==> src/rtl/vga_sync_gen_if.sv <==
// Video timing bundle between the VGA sync generator and the pixel/RGB generator.
// The sync generator drives everything; the pixel generator only observes.
interface vga_sync_gen_if;
    logic       hsync;
    logic       vsync;
    logic       video_on;
    logic       p_tick;
    logic [9:0] pixel_x;
    logic [9:0] pixel_y;
    logic       frame_start;

    modport master (
        output hsync,
        output vsync,
        output video_on,
        output p_tick,
        output pixel_x,
        output pixel_y,
        output frame_start
    );

    modport slave (
        input hsync,
        input vsync,
        input video_on,
        input p_tick,
        input pixel_x,
        input pixel_y,
        input frame_start
    );
endinterface

==> src/rtl/vga_sync_gen.sv <==
// 640x480@60Hz VGA timing generator: pixel-rate divider, h/v counters and
// registered sync/blanking outputs that always match the counters shown alongside them.
module vga_sync_gen #(
    parameter int CLK_DIV   = 2,
    parameter int H_DISPLAY = 640,
    parameter int H_FRONT   = 16,
    parameter int H_SYNC    = 96,
    parameter int H_BACK    = 48,
    parameter int V_DISPLAY = 480,
    parameter int V_FRONT   = 10,
    parameter int V_SYNC    = 2,
    parameter int V_BACK    = 33
) (
    input  logic           clk,
    input  logic           reset,
    vga_sync_gen_if.master vid
);
    localparam int H_TOTAL = H_DISPLAY + H_FRONT + H_SYNC + H_BACK;
    localparam int V_TOTAL = V_DISPLAY + V_FRONT + V_SYNC + V_BACK;
    localparam int DW      = (CLK_DIV > 1) ? $clog2(CLK_DIV) : 1;

    localparam logic [DW-1:0] DIV_MAX = DW'(CLK_DIV - 1);
    localparam logic [DW-1:0] DIV_ONE = DW'(1);
    localparam logic [9:0]    H_MAX   = 10'(H_TOTAL - 1);
    localparam logic [9:0]    V_MAX   = 10'(V_TOTAL - 1);

    // Sync windows use 11 bits so an end boundary of exactly 1024 still compares correctly.
    localparam logic [10:0] HS_START = 11'(H_DISPLAY + H_FRONT);
    localparam logic [10:0] HS_END   = 11'(H_DISPLAY + H_FRONT + H_SYNC);
    localparam logic [10:0] VS_START = 11'(V_DISPLAY + V_FRONT);
    localparam logic [10:0] VS_END   = 11'(V_DISPLAY + V_FRONT + V_SYNC);
    localparam logic [10:0] H_VIS    = 11'(H_DISPLAY);
    localparam logic [10:0] V_VIS    = 11'(V_DISPLAY);

    logic [DW-1:0] div_q, div_d;
    logic [9:0]    x_q, x_d;
    logic [9:0]    y_q, y_d;
    logic          hsync_q, hsync_d;
    logic          vsync_q, vsync_d;
    logic          video_on_q, video_on_d;

    logic          p_tick;
    logic          x_last;
    logic          y_last;
    logic [10:0]   x_ext;
    logic [10:0]   y_ext;

    always_comb begin
        p_tick = (div_q == DIV_MAX);
        x_last = (x_q == H_MAX);
        y_last = (y_q == V_MAX);
    end

    // Next-state: counters step only on the pixel tick; sync/blank flags are decoded
    // from the next counter values so they land on the same edge as the counters.
    always_comb begin
        div_d      = div_q;
        x_d        = x_q;
        y_d        = y_q;
        x_ext      = 11'd0;
        y_ext      = 11'd0;
        hsync_d    = 1'b1;
        vsync_d    = 1'b1;
        video_on_d = 1'b1;

        div_d = p_tick ? '0 : (div_q + DIV_ONE);

        if (p_tick) begin
            x_d = x_last ? 10'd0 : (x_q + 10'd1);
            if (x_last) begin
                y_d = y_last ? 10'd0 : (y_q + 10'd1);
            end
        end

        x_ext      = {1'b0, x_d};
        y_ext      = {1'b0, y_d};
        hsync_d    = !((x_ext >= HS_START) && (x_ext < HS_END));
        vsync_d    = !((y_ext >= VS_START) && (y_ext < VS_END));
        video_on_d = (x_ext < H_VIS) && (y_ext < V_VIS);
    end

    // Reset parks the raster at (0,0) with both syncs deasserted, cutting any pulse short.
    always_ff @(posedge clk) begin
        if (reset) begin
            div_q      <= '0;
            x_q        <= 10'd0;
            y_q        <= 10'd0;
            hsync_q    <= 1'b1;
            vsync_q    <= 1'b1;
            video_on_q <= 1'b1;
        end else begin
            div_q      <= div_d;
            x_q        <= x_d;
            y_q        <= y_d;
            hsync_q    <= hsync_d;
            vsync_q    <= vsync_d;
            video_on_q <= video_on_d;
        end
    end

    assign vid.hsync       = hsync_q;
    assign vid.vsync       = vsync_q;
    assign vid.video_on    = video_on_q;
    assign vid.p_tick      = p_tick;
    assign vid.pixel_x     = x_q;
    assign vid.pixel_y     = y_q;
    assign vid.frame_start = p_tick && x_last && y_last;
endmodule

==> src/flat_wrapper.sv <==
// flat-port wrapper written by rule: the top's interface ports become plain ports
module vga_sync_gen_flat 
#(
    parameter int CLK_DIV   = 2,
    parameter int H_DISPLAY = 640,
    parameter int H_FRONT   = 16,
    parameter int H_SYNC    = 96,
    parameter int H_BACK    = 48,
    parameter int V_DISPLAY = 480,
    parameter int V_FRONT   = 10,
    parameter int V_SYNC    = 2,
    parameter int V_BACK    = 33
)
  (clk, reset, vid_hsync, vid_vsync, vid_video_on, vid_p_tick, vid_pixel_x, vid_pixel_y, vid_frame_start);
  vga_sync_gen_if vid_i ();
  input  logic clk;
  input  logic reset;
  output wire logic [$bits(vid_i.hsync)-1:0] vid_hsync;
  output wire logic [$bits(vid_i.vsync)-1:0] vid_vsync;
  output wire logic [$bits(vid_i.video_on)-1:0] vid_video_on;
  output wire logic [$bits(vid_i.p_tick)-1:0] vid_p_tick;
  output wire logic [$bits(vid_i.pixel_x)-1:0] vid_pixel_x;
  output wire logic [$bits(vid_i.pixel_y)-1:0] vid_pixel_y;
  output wire logic [$bits(vid_i.frame_start)-1:0] vid_frame_start;
  assign vid_hsync = vid_i.hsync;
  assign vid_vsync = vid_i.vsync;
  assign vid_video_on = vid_i.video_on;
  assign vid_p_tick = vid_i.p_tick;
  assign vid_pixel_x = vid_i.pixel_x;
  assign vid_pixel_y = vid_i.pixel_y;
  assign vid_frame_start = vid_i.frame_start;
  vga_sync_gen #(.CLK_DIV(CLK_DIV), .H_DISPLAY(H_DISPLAY), .H_FRONT(H_FRONT), .H_SYNC(H_SYNC), .H_BACK(H_BACK), .V_DISPLAY(V_DISPLAY), .V_FRONT(V_FRONT), .V_SYNC(V_SYNC), .V_BACK(V_BACK)) u_core (.clk(clk), .reset(reset), .vid(vid_i));
endmodule
==> config.mk <==
export PLATFORM = sky130hd
export DESIGN_NAME = vga_sync_gen_flat
export DESIGN_NICKNAME = d
export VERILOG_FILES = /design/src/rtl/vga_sync_gen_if.sv /design/src/rtl/vga_sync_gen.sv /design/src/flat_wrapper.sv
export SDC_FILE = /design/constraint.sdc
export NUM_CORES = 1
export LEC_CHECK = 0
export ABC_AREA = 1
export BUFFER_PORTS_ARGS = -buffer_cell sky130_fd_sc_hd__buf_2
export CORE_UTILIZATION = 51
export CTS_CLUSTER_DIAMETER = 40
export DETAILED_ROUTE_END_ITERATION = 12
export GPL_TIMING_DRIVEN = 0
export HOLD_SLACK_MARGIN = 0.03
export PLACE_DENSITY = 0.74
export SYNTH_ARGS = -nofsm -noshare
export SYNTH_HDL_FRONTEND = slang
export SYNTH_SLANG_ARGS = --single-unit
==> constraint.sdc <==
create_clock -name clk -period 3.4 [get_ports clk]
set_clock_uncertainty 0.05 [all_clocks]
set_input_delay 0.34 -clock clk [delete_from_list [all_inputs] [get_ports clk]]
set_output_delay 0.34 -clock clk [all_outputs]
set_load 0.1 [all_outputs]
==> impl_metrics.ini <==
[timing]
fin_tns_setup_ns = 0
setup_viol = 0
slew_viol_final = 0
finalHoldViolations = 0
slew_headroom = 0.670
max_freq_ghz = 0.389
worst_pin_slew_ns = 0.496
min_period_ns = 2.57
fin_crit_sh = 0.756
rsz0062_at_grt = false
fin_hold_ws_ns = 0.203

[detailed_routing]
dr_total_vias = 1521
wl_per_cell_um = 11.0
vias_per_cell = 5.17
drtIter0Drc = 54
drtPass1Iterations = 4
routed_wl_um = 3250
remaining_drc_errors = 0
ant_nets = 0

[global_route]
grt_pass1_wl_um = 5660
grt_usage = 0.229
grt_use_met2 = 0.377
antenna_found_initial = 0
grt_overflow = 0
top_usage_layer = met2
use_met1 = 0.295
grt_pass1_vias = 1377
grt_max_degree = 15
grtUsageMet3 = 0.0258

[power]
switching_share = 0.260
ir_drop_mv = 0.316
p_per_area_nw_per_um2 = 335
power_switching_uw = 146
leakagePower_uw = 0.000769
clkPwrFrac = 0.364
p_int_uw = 417
p_seq_frac = 0.516
combPwrFrac = 0.120

[setup_path]
required_ns = 3.01
start_kind = register
critical_path_arrival_ns = 2.18
endpoint_kind = output port
path_max_fanout = 9
crit_type = register to output port

[synth]
ys_warn_count = 0
syn_nets = 238
ys_seq_area_frac = 0.329
synth_area_sq_um = 1460
ys_types = 25
synth_seq_cells = 24
synthCells = 233
syn_avg_cell_area_sq_um = 6.27

[floorplan]
fp.dieH_um = 55.5
io_pins = 27
start_util = 0.534
rows = 19
die_w_um = 55.5
core_area_sq_um = 2730
die_area_sq_um = 3080

[placed_design]
place_congestion = 0.876
dpl.hpwl_um = 2560
portBuffers = 26

[clocking]
cts_buffers = 3
tritoncts = done
clk_latency_ns = 0.32
cts_setup_buffers = 0
cts.path.max_buffers = 2
cts_sinks = 24
path_clk_slew_ns = 0.13
ctsHoldBuffers = 0
post_cts_resized = 0
root_buffer = clkbuf_4
cts-htree-levels = 1

[final_layout]
n_fill_cell = 284
diodes = 0
drive_gt1_frac = 0.160
mostFrequentLayoutCells = nand2_1 (71), nor2_1 (35), nand3_1 (30), inv_1 (28), buf_2 (26)
final_common_cell = nand2_1
post-route-util = 0.615
finalNetCount = 269
area_growth_pct = 15.2

[job]
drv_cap = 0

[run_status]
status = completed

[worst_hold_path]
hold_path.class = input port to register
critical path, stage by stage (launching register included):
cell     delay [ns]
dfxtp_1        0.42
ha_1           0.24
nand3_1        0.16
nor3_4         0.39
nand2_1        0.16
inv_1          0.07
buf_2          0.41
per-stage QoR:
step	setup slack (ns)	power, uW	instances	area, sq um
after floorplan	0.507	353	233	1460
after global placement	1.17	364	290	1630
after detailed placement	1.17	365	290	1630
after CTS	0.797	573	294	1680
after global routing	0.636	587	294	1680
final	0.831	563	294	1680
sequential cells by signal, summed over array words and instances, names as in the netlist:
name and count:
u_core.vid.hsync 1, u_core.vid.p_tick 1, u_core.vid.pixel_x 10, u_core.vid.pixel_y 10, u_core.vid.video_on 1, u_core.vid.vsync 1
metal layers:
layer	routed length [um]	share of wire
met2	1530	0.47
met3	89	0.027
met1	1500	0.46
met5	0	0
met4	123	0.038
power by group through the flow:
stage	clock [uW]	sequential, uW	combinational, uW
floorplan	0	329	24.6
global placement	0	297	67.7
detailed placement	0	297	67.8
CTS	215	291	67.9
global route	222	291	73.5
finish	205	290	67.7
final timing paths:
check / slack (ns) / to / cells past startpoint / start
worst max-delay path: 0.83 / vid_frame_start / 6 / u_core.vid.pixel_x[0]$_SDFF_PP0_
worst min-delay path: 0.20 / u_core.vid.video_on$_SDFF_PP1_ / 3 / reset
worst max register to register: 1.48 / u_core.vid.vsync$_SDFF_PP1_ / 12 / u_core.vid.pixel_x[0]$_SDFF_PP0_
worst min register to register: 0.49 / u_core.vid.pixel_x[1]$_SDFF_PP0_ / 2 / u_core.vid.pixel_x[1]$_SDFF_PP0_
Yosys cell counts:
| library cell | instances | area [sq um] |
|---|---|---|
| nand2_1 | 71 | 267 |
| nor2_1 | 35 | 131 |
| nand3_1 | 30 | 150 |
| inv_1 | 28 | 105 |
| dfxtp_1 | 24 | 480 |
| nand4_1 | 7 | 43.8 |
| o21ai_0 | 7 | 35.0 |
| nor3_1 | 5 | 25.0 |
| ha_1 | 3 | 37.5 |
| a21oi_1 | 2 | 10.0 |
| clkbuf_1 | 2 | 7.51 |
| inv_2 | 2 | 7.51 |
| nand2_2 | 2 | 12.5 |
| nand3_4 | 2 | 35.0 |
| nor2_4 | 2 | 22.5 |
| xor2_1 | 2 | 17.5 |
| and3_1 | 1 | 6.26 |
| buf_1 | 1 | 3.75 |
| buf_4 | 1 | 7.51 |
| clkinv_4 | 1 | 8.76 |
| nand3b_1 | 1 | 7.51 |
| nor2_2 | 1 | 6.26 |
| nor3_4 | 1 | 16.3 |
| nor3b_1 | 1 | 7.51 |
| xnor2_1 | 1 | 8.76 |
final cells by class:
type | count | area (sq um) | area share
Buffer | 4 | 18.8 | 0.0112
Clock buffer | 3 | 22.5 | 0.0134
Clock inverter | 1 | 30.0 | 0.0179
Inverter | 31 | 121 | 0.0722
Multi-Input combinational cell | 174 | 840 | 0.499
Sequential cell | 24 | 480 | 0.286
Tap cell | 31 | 38.8 | 0.0231
Timing Repair Buffer | 26 | 130 | 0.0774
kinds of logic after synthesis:
kind of cell / Yosys count / synth area share
AO/OA/AOI/OAI: 9 / 0.0308
flip-flops: 24 / 0.329
XOR/XNOR: 3 / 0.0180
AND/OR/NAND/NOR: 159 / 0.500
adder cells (fa/ha/maj): 3 / 0.0257
buffers and inverters: 35 / 0.0960
No activity file was read; power rests on OpenSTA's default activity.
